[src/rtl/fir_mac_sequencer.sv]
// Time-multiplexed controller for a 31-tap symmetric low-pass FIR.
// One pre-add/multiply/accumulate step per clock over the 16 coefficient pairs, valid/ready output.
module fir_mac_sequencer #(
    parameter int DATA_W = 10,
    parameter int TAPS   = 31,
    parameter int SHIFT  = 10
) (
    input  logic              clk,
    input  logic              reset,
    input  logic              sample_valid,
    input  logic [DATA_W-1:0] sample,
    output logic              sample_ready,
    output logic              out_valid,
    input  logic              out_ready,
    output logic [DATA_W-1:0] filtered,
    output logic              busy,
    output logic              overrun,
    input  logic              overrun_clr
);

    localparam int PAIRS  = (TAPS + 1) / 2;
    localparam int KW     = $clog2(PAIRS);
    localparam int PW     = $clog2(TAPS);
    localparam int COEF_W = 7;
    localparam int PRE_W  = DATA_W + 1;
    localparam int PROD_W = DATA_W + 8;
    localparam int ACC_W  = DATA_W + 11;

    localparam logic [COEF_W-1:0] COEF [PAIRS] = '{
        7'd3,  7'd4,  7'd6,  7'd8,  7'd12, 7'd17, 7'd23, 7'd29,
        7'd36, 7'd43, 7'd50, 7'd56, 7'd61, 7'd65, 7'd67, 7'd68
    };

    typedef enum logic [1:0] {IDLE, MAC, OUT, HOLD} state_t;

    state_t             state_reg;
    logic [DATA_W-1:0]  hist_reg [TAPS];
    logic [PW-1:0]      wptr_reg;
    logic [PW-1:0]      newest_reg;
    logic [KW-1:0]      k_reg;
    logic [ACC_W-1:0]   acc_reg;
    logic [DATA_W-1:0]  filtered_reg;
    logic               out_valid_reg;
    logic               sample_ready_reg;
    logic               busy_reg;
    logic               overrun_reg;

    logic [PW:0]        idx_a_raw, idx_b_raw;
    logic [PW-1:0]      idx_a, idx_b;
    logic [PRE_W-1:0]   pre_sum;
    logic [PROD_W-1:0]  product;
    logic [ACC_W-1:0]   acc_shifted;
    logic [DATA_W-1:0]  sat_value;
    logic               accept;

    assign accept = sample_valid && sample_ready_reg;

    // Older tap walks backwards from newest, its mirror walks forwards from the oldest entry.
    always_comb begin
        idx_a_raw = {1'b0, newest_reg} + (PW+1)'(TAPS) - (PW+1)'(k_reg);
        idx_b_raw = {1'b0, newest_reg} + (PW+1)'(1) + (PW+1)'(k_reg);
        idx_a = (idx_a_raw >= (PW+1)'(TAPS)) ? PW'(idx_a_raw - (PW+1)'(TAPS)) : PW'(idx_a_raw);
        idx_b = (idx_b_raw >= (PW+1)'(TAPS)) ? PW'(idx_b_raw - (PW+1)'(TAPS)) : PW'(idx_b_raw);
        if (k_reg == KW'(PAIRS - 1))
            pre_sum = {1'b0, hist_reg[idx_a]};
        else
            pre_sum = {1'b0, hist_reg[idx_a]} + {1'b0, hist_reg[idx_b]};
        product = PROD_W'(COEF[k_reg]) * PROD_W'(pre_sum);
    end

    always_comb begin
        acc_shifted = acc_reg >> SHIFT;
        if (acc_shifted > ACC_W'({DATA_W{1'b1}}))
            sat_value = '1;
        else
            sat_value = acc_shifted[DATA_W-1:0];
    end

    always_ff @(posedge clk or posedge reset) begin
        if (reset) begin
            for (int i = 0; i < TAPS; i++) hist_reg[i] <= '0;
        end else if (accept) begin
            hist_reg[wptr_reg] <= sample;
        end
    end

    always_ff @(posedge clk or posedge reset) begin
        if (reset) begin
            state_reg        <= IDLE;
            wptr_reg         <= '0;
            newest_reg       <= '0;
            k_reg            <= '0;
            acc_reg          <= '0;
            filtered_reg     <= '0;
            out_valid_reg    <= 1'b0;
            sample_ready_reg <= 1'b1;
            busy_reg         <= 1'b0;
        end else begin
            case (state_reg)
                IDLE: begin
                    if (sample_valid) begin
                        newest_reg       <= wptr_reg;
                        wptr_reg         <= (wptr_reg == PW'(TAPS - 1)) ? '0 : wptr_reg + PW'(1);
                        acc_reg          <= '0;
                        k_reg            <= '0;
                        sample_ready_reg <= 1'b0;
                        busy_reg         <= 1'b1;
                        state_reg        <= MAC;
                    end
                end
                MAC: begin
                    acc_reg <= acc_reg + ACC_W'(product);
                    k_reg   <= k_reg + KW'(1);
                    if (k_reg == KW'(PAIRS - 1))
                        state_reg <= OUT;
                end
                OUT: begin
                    filtered_reg  <= sat_value;
                    out_valid_reg <= 1'b1;
                    state_reg     <= HOLD;
                end
                HOLD: begin
                    if (out_ready) begin
                        out_valid_reg    <= 1'b0;
                        sample_ready_reg <= 1'b1;
                        busy_reg         <= 1'b0;
                        state_reg        <= IDLE;
                    end
                end
                default: state_reg <= IDLE;
            endcase
        end
    end

    // Clear wins over a same-cycle drop so software never loses its acknowledge.
    always_ff @(posedge clk or posedge reset) begin
        if (reset)
            overrun_reg <= 1'b0;
        else if (overrun_clr)
            overrun_reg <= 1'b0;
        else if (sample_valid && !sample_ready_reg)
            overrun_reg <= 1'b1;
    end

    assign sample_ready = sample_ready_reg;
    assign out_valid    = out_valid_reg;
    assign filtered     = filtered_reg;
    assign busy         = busy_reg;
    assign overrun      = overrun_reg;

endmodule

[config.mk]
export PLATFORM = sky130hd
export DESIGN_NAME = fir_mac_sequencer
export DESIGN_NICKNAME = d
export VERILOG_FILES = /design/src/rtl/fir_mac_sequencer.sv
export SDC_FILE = /design/constraint.sdc
export NUM_CORES = 1
export LEC_CHECK = 0
export BUFFER_PORTS_ARGS = -buffer_cell sky130_fd_sc_hd__buf_2
export CAP_MARGIN = 20
export CORE_ASPECT_RATIO = 1.75
export CORE_MARGIN = 4
export CORE_UTILIZATION = 45
export DETAILED_ROUTE_END_ITERATION = 12
export GPL_TIMING_DRIVEN = 0
export PLACE_DENSITY = 0.59
export SYNTH_ARGS = -nofsm -noshare
export SYNTH_HDL_FRONTEND = slang
export SYNTH_SLANG_ARGS = --single-unit
[constraint.sdc]
create_clock -name clk -period 16.1 [get_ports clk]
set_clock_uncertainty 0.15 [all_clocks]
set_input_delay 2.415 -clock clk [delete_from_list [all_inputs] [get_ports clk]]
set_output_delay 2.415 -clock clk [all_outputs]
set_load 0.03 [all_outputs]
==> results of run 1 <==
-- layout by cell type (no fill, tap or decap), types with 42 or more instances in the layout --
| cell type | synthesis | routed |
|---|---|---|
| mux2_2 | 322 | 322 |
| dfrtp_1 | 360 | 360 |
| a21oi_1 | 88 | 87 |
| mux4_2 | 53 | 53 |
| ha_1 | 76 | 76 |
| nand2_1 | 264 | 264 |
| mux2i_1 | 138 | 138 |
| inv_1 | 121 | 120 |
| buf_2 | 34 | 64 |
| o21ai_0 | 94 | 94 |
| nand3_1 | 75 | 75 |
| a221oi_1 | 42 | 42 |
| nor2_1 | 171 | 162 |
| clkbuf_1 | 109 | 118 |
| fa_1 | 63 | 63 |
-- metal layers --
layer / vias up / wire [um] / global-route usage [%]
met5: - / 0 / 0
met4: 0 / 18230 / 44.08
met3: 661 / 9721 / 8.552
met2: 1547 / 61660 / 68.19
met1: 12140 / 44300 / 45.58
li1: 9777 / - / -
-- worst register-to-register path: cells and delay by family, from the launching register on --
family | cells | cell delay [ps]
buf+inv | 10 | 4380
flops | 1 | 630
fa+ha+maj | 9 | 3760
simple gates | 5 | 1350
xor+xnor | 3 | 580
compound gates | 15 | 4370
-- final timing paths --
check,to
worst min-delay path,acc_reg[9]$_DFFE_PP0P_
worst min register to register,acc_reg[9]$_DFFE_PP0P_
worst max register to register,acc_reg[17]$_DFFE_PP0P_
max in group asynchronous,hist_reg[141]$_DFFE_PP0P_
worst max-delay path,acc_reg[17]$_DFFE_PP0P_
min in group asynchronous,hist_reg[187]$_DFFE_PP0P_
-- area by class of cell --
type	count	share of cell area [%]
buffer	169	2.460
inverter	123	1.599
sequential	361	30.79
multi-input combinational	1937	54.13
timing repair buffer	79	3.347
tap	767	3.270
clock inverter	13	0.6055
antenna	2	0.01706
clock buffer	56	3.778
-- kinds of logic (layout without fill, tap and decap cells) --
group,after synthesis,in the layout
flops,361,361
buf+inv,292,440
mux,513,513
xor+xnor,33,33
other cells,0,2
simple gates,696,696
compound gates,555,555
fa+ha+maj,140,140
-- through the flow --
stage	instance area [sq um]	cells	util (%)	setup WS [ps]
2_1_floorplan	26060	2590	-	3518
3_3_place_gp	27160	3385	47.38	-801.5
3_5_place_dp	27890	3426	48.65	907.1
4_1_cts	29180	3495	50.89	853.2
5_1_grt	29340	3505	51.18	547.4
6_report	29340	3507	51.19	703.9
==> Flow_metrics.wiki, run 1 <==
{| class="wikitable"
! Metric !! Value
|-
| Max Clk Rate || 64.95 MHz
|-
| Setup TNS || 0 ps
|-
| Crit path arrival time || 15690 ps
|-
| Most frequently used cell type in the post-synthesis netlist || dfrtp_1
|-
| Post-synthesis cell type count || 97
|-
| Crit path launch || newest_reg[0]$_DFFE_PP0P_
|-
| HP Start || acc_reg[9]$_DFFE_PP0P_
|-
| Syn Nets || 2744
|-
| TritonCTS clock tree || yes
|-
| Number of I/O pins || 29
|-
| Number of buffers and inverters on the critical path || 10
|-
| Multiplexer area fraction after synthesis || 23.79%
|-
| Post-synth top area share || 34.57%
|-
| Crit. path cell count || 42
|-
| Per-cell via count in the routed design || 6.880
|-
| Number of standard cells after synthesis || 2590
|-
| Number of levels in the clock H-tree || 2
|-
| Routed via count || 24.13k
|-
| Crit-path slowest cell || clkbuf_1
|-
| Number of CTS-inserted buffers || 38
|-
| DRC violation total after the first TritonRoute iteration || 2482
|-
| Count of fill cells added during filler insertion || 5276
|-
| DRT Pass-1 Iters || 5
|-
| Hold Fails Final Rpt || 0
|-
| Share of the clock period used by the worst path after layout || 95.63%
|-
| Worst path top cell family by delay || compound AO/OA/AOI/OAI gates
|-
| Post-synthesis compound-gate area fraction || 15.04%
|-
| Flip-flop and latch area || 9035 sq um
|-
| Transition time of the tightest slew-check pin || 1267 ps
|-
| Layout overhead on the synthesized area || 12.60%
|-
| Dominant combinational cell family by area after synthesis || multiplexers
|-
| PostCTS Resize Cnt || 0
|-
| Maximum number of pins on one net before global-route repair || 130
|-
| Share of synthesized cell area in full adder, half adder and majority cells || 8.527%
|-
| Count of nets left with antenna violations after detail routing || 0
|-
| Start-to-end type of the worst setup path || flop to flop
|-
| Footprint of the multi-input gates || 15890 sq um
|-
| Root buf cell || clkbuf_16
|-
| Global-route usage over all layers || 42.82%
|-
| Die width || 189.9 um
|-
| Worst R2R Start || newest_reg[0]$_DFFE_PP0P_
|-
| Buffer levels on the longest clock path || 3
|-
| Max-slew violation count || 0
|-
| Starting utilization of the core area || 45.46%
|-
| Area share of xor/xnor cells in the synthesized design || 1.167%
|-
| Critical Path Most Common Cell || fa_1
|-
| Via count of the first global-routing pass || 24.59k
|-
| Detailed Place HPWL || 103300 um
|-
| Number of enable-type register cells in the synthesized netlist || 0
|-
| Area of the core region || 57330 sq um
|-
| RSZ-0062 raised after global routing || false
|-
| Die ar. || 61980 sq um
|-
| Count of unresolved DRC violations after routing || 0
|-
| Clk sinks || 361
|-
| Worst Reg2Reg Path Length in Cells || 42
|-
| Chip Height || 326.4 um
|-
| Clock latency reported for the late side of the worst-skew pair || 620 ps
|-
| Post-CTS Hold Buffers || 0
|-
| Simple-gate portion of the synthesized area || 12.26%
|-
| Setup repair bufs after CTS || 0
|-
| Routed wire per std cell || 38.18 um
|-
| Clock slew seen by the registers of the worst setup and hold paths || 60 ps
|-
| Sum of routed wire length over all layers || 133900 um
|-
| Outcome || finished, final reports clean
|-
| Total number of yosys warnings || 0
|-
| Register bit count reported by yosys || 361
|-
| List of most frequent post-synthesis cells || 360 x dfrtp_1, 322 x mux2_2, 264 x nand2_1, 171 x nor2_1, 138 x mux2i_1
|-
| Ratio of cells with drive above 1 in the final layout || 22.13%
|-
| Slowest cell delay on critical path || 950 ps
|-
| Hold WS || 341.6 ps
|-
| Critical Path Source Type || flop
|-
| Number of standard-cell rows in the floorplan || 116
|-
| Initial antenna violation count || 6
|-
| Sequential fraction of the synthesis area || 34.67%
|-
| Total of endpoints with negative setup slack in the final report || 0
|-
| Type of element capturing the critical path || flop
|-
| Max-cap violations || 0
|-
| Placer congestion estimate || 1.062
|-
| Required time at the worst-slack endpoint || 16400 ps
|-
| Async set-reset flop share out of synthesis || 100.0%
|-
| Leading post-synthesis cells by cell area || dfrtp_1 35%, mux2_2 14%, mux2i_1 5.3%
|-
| CP max FO || 11
|-
| Post-synth design cell area || 26060 sq um
|-
| Worst hold stages || 2
|-
| Mean instance size in the synthesized netlist || 10.06 sq um
|-
| Min cycle time layout || 15400 ps
|-
| Cell type with the largest total area after synthesis || dfrtp_1
|-
| Total grt overflow || 0
|-
| Class of the tightest hold or removal check || flop to flop
|-
| Largest register FFs || 310
|-
| Global-route wire length before repair || 187100 um
|-
| Max-slew headroom at the worst pin || 15.54%
|-
| # nets final || 2863
|-
| Register-to-register path setup slack || 700 ps
|-
| Leading register cell type out of synthesis || dfrtp_1
|-
| IO Port Bufs || 28
|}
Power of run 1 is left out: the tool's default activity adds up to more than one toggle a clock period on the data nets, which glitch-free logic cannot reach.
==> inputs of run 2 (changes only) <==
--- a/config.mk
+++ b/config.mk
@@ -7,7 +7,6 @@
 export LEC_CHECK = 0
 export BUFFER_PORTS_ARGS = -buffer_cell sky130_fd_sc_hd__buf_2
 export CAP_MARGIN = 20
-export CORE_ASPECT_RATIO = 1.75
 export CORE_MARGIN = 4
 export CORE_UTILIZATION = 45
 export DETAILED_ROUTE_END_ITERATION = 12
==> Flow_metrics.wiki, run 2 (synthesized netlist as in run 1, its figures left out) <==
{| class="wikitable"
! Metric !! Value
|-
| Outcome || finished, final reports clean
|-
| IO Port Bufs || 28
|-
| Chip Height || 248.7 um
|-
| Layout overhead on the synthesized area || 12.43%
|-
| # nets final || 2853
|-
| Transition time of the tightest slew-check pin || 1279 ps
|-
| DRC violation total after the first TritonRoute iteration || 3005
|-
| Number of CTS-inserted buffers || 44
|-
| Count of nets left with antenna violations after detail routing || 0
|-
| Global-route wire length before repair || 172800 um
|-
| DRT Pass-1 Iters || 8
|-
| Clk sinks || 361
|-
| Start-to-end type of the worst setup path || flop to flop
|-
| Required time at the worst-slack endpoint || 16420 ps
|-
| Placer congestion estimate || 1.033
|-
| Starting utilization of the core area || 45.86%
|-
| Class of the tightest hold or removal check || flop to flop
|-
| Crit path arrival time || 15760 ps
|-
| Total of endpoints with negative setup slack in the final report || 0
|-
| Number of standard-cell rows in the floorplan || 87
|-
| Hold Fails Final Rpt || 0
|-
| Ratio of cells with drive above 1 in the final layout || 22.04%
|-
| Global-route usage over all layers || 38.66%
|-
| Critical Path Source Type || flop
|-
| Type of element capturing the critical path || flop
|-
| Post-CTS Hold Buffers || 0
|-
| RSZ-0062 raised after global routing || false
|-
| PostCTS Resize Cnt || 0
|-
| Die width || 248.7 um
|-
| Routed via count || 23.82k
|-
| Max Clk Rate || 64.75 MHz
|-
| Max-slew headroom at the worst pin || 14.74%
|-
| Per-cell via count in the routed design || 6.830
|-
| Die ar. || 61830 sq um
|-
| Commonest non-fill, non-tap cells in the layout || 360 x dfrtp_1, 322 x mux2_2, 264 x nand2_1, 162 x nor2_1, 138 x mux2i_1
|-
| Setup repair bufs after CTS || 0
|-
| Clock latency reported for the late side of the worst-skew pair || 620 ps
|-
| Via count of the first global-routing pass || 23.06k
|-
| Total grt overflow || 0
|-
| Area of the core region || 56820 sq um
|-
| Setup TNS || 0 ps
|-
| Detailed Place HPWL || 94230 um
|-
| Initial antenna violation count || 7
|-
| Crit-path slowest cell || o311ai_0
|-
| Share of the clock period used by the worst path after layout || 95.93%
|-
| Sum of routed wire length over all layers || 123700 um
|-
| TritonCTS clock tree || yes
|-
| CP max FO || 10
|-
| Number of I/O pins || 29
|-
| Buffer levels on the longest clock path || 3
|-
| Number of levels in the clock H-tree || 2
|-
| Root buf cell || clkbuf_16
|-
| Slowest cell delay on critical path || 1000 ps
|-
| Max-slew violation count || 0
|-
| Most common cell after layout, fill and taps aside || dfrtp_1
|-
| Clock slew seen by the registers of the worst setup and hold paths || 60 ps
|-
| Largest register FFs || 310
|-
| Hold WS || 340.0 ps
|-
| Count of fill cells added during filler insertion || 5240
|-
| Number of antenna diodes || 0
|-
| Count of unresolved DRC violations after routing || 0
|-
| Max-cap violations || 0
|-
| Min cycle time layout || 15440 ps
|-
| Maximum number of pins on one net before global-route repair || 119
|-
| Routed wire per std cell || 35.48 um
|}
run 2: per-layer routing:
layer / wire length (um) / share of wire [%] / vias to the layer above / GRT usage [%]
li1: - / - / 9771 / -
met1: 49650 / 40 / 12130 / 51.38
met2: 52090 / 42 / 1506 / 56.50
met3: 12890 / 10 / 407 / 10.59
met4: 8951 / 7.2 / 12 / 22.98
met5: 157 / 0.13 / - / 1.004
run 2: path summary, 6_finish.rpt:
kind | startpoint | endpoint | slack, ps | cells past startpoint
worst max-delay path | k_reg[0]$_DFFE_PP0P_ | acc_reg[17]$_DFFE_PP0P_ | 660 | 42
worst min-delay path | acc_reg[6]$_DFFE_PP0P_ | acc_reg[6]$_DFFE_PP0P_ | 340 | 2
worst max register to register | k_reg[0]$_DFFE_PP0P_ | acc_reg[17]$_DFFE_PP0P_ | 660 | 42
worst min register to register | acc_reg[6]$_DFFE_PP0P_ | acc_reg[6]$_DFFE_PP0P_ | 340 | 2
max in group asynchronous | reset | newest_reg[0]$_DFFE_PP0P_ | 13130 | 3
min in group asynchronous | reset | hist_reg[116]$_DFFE_PP0P_ | 1650 | 2
run 2: final cells by class:
class	count	area [sq um]	share of cell area, %
buffer	169	721.9	2.464
clock buffer	63	1282	4.377
clock inverter	16	171.4	0.5850
inverter	123	469.2	1.601
multi-input combinational	1937	15890	54.23
sequential	361	9035	30.83
tap	756	945.9	3.228
timing repair buffer	63	785.8	2.682
run 2: per-stage QoR:
stage | worst slack [ps] | util, % | cell area, sq um | std cells
floorplan | 3518 | - | 26060 | 2590
global placement | -658.3 | 47.78 | 27150 | 3374
detailed placement | 1408 | 48.85 | 27760 | 3403
CTS | 1353 | 51.40 | 29210 | 3482
global route | 551.0 | 51.57 | 29300 | 3488
finish | 655.3 | 51.57 | 29300 | 3488
run 2: critical path: cells and delay by family, from the launching register on:
family          cells  cell delay, ps
compound gates     13            4850
flops               1             450
buf+inv            13            4890
fa+ha+maj           8            3230
xor+xnor            2             370
simple gates        6            1310
Power of run 2 is left out for the same reason.
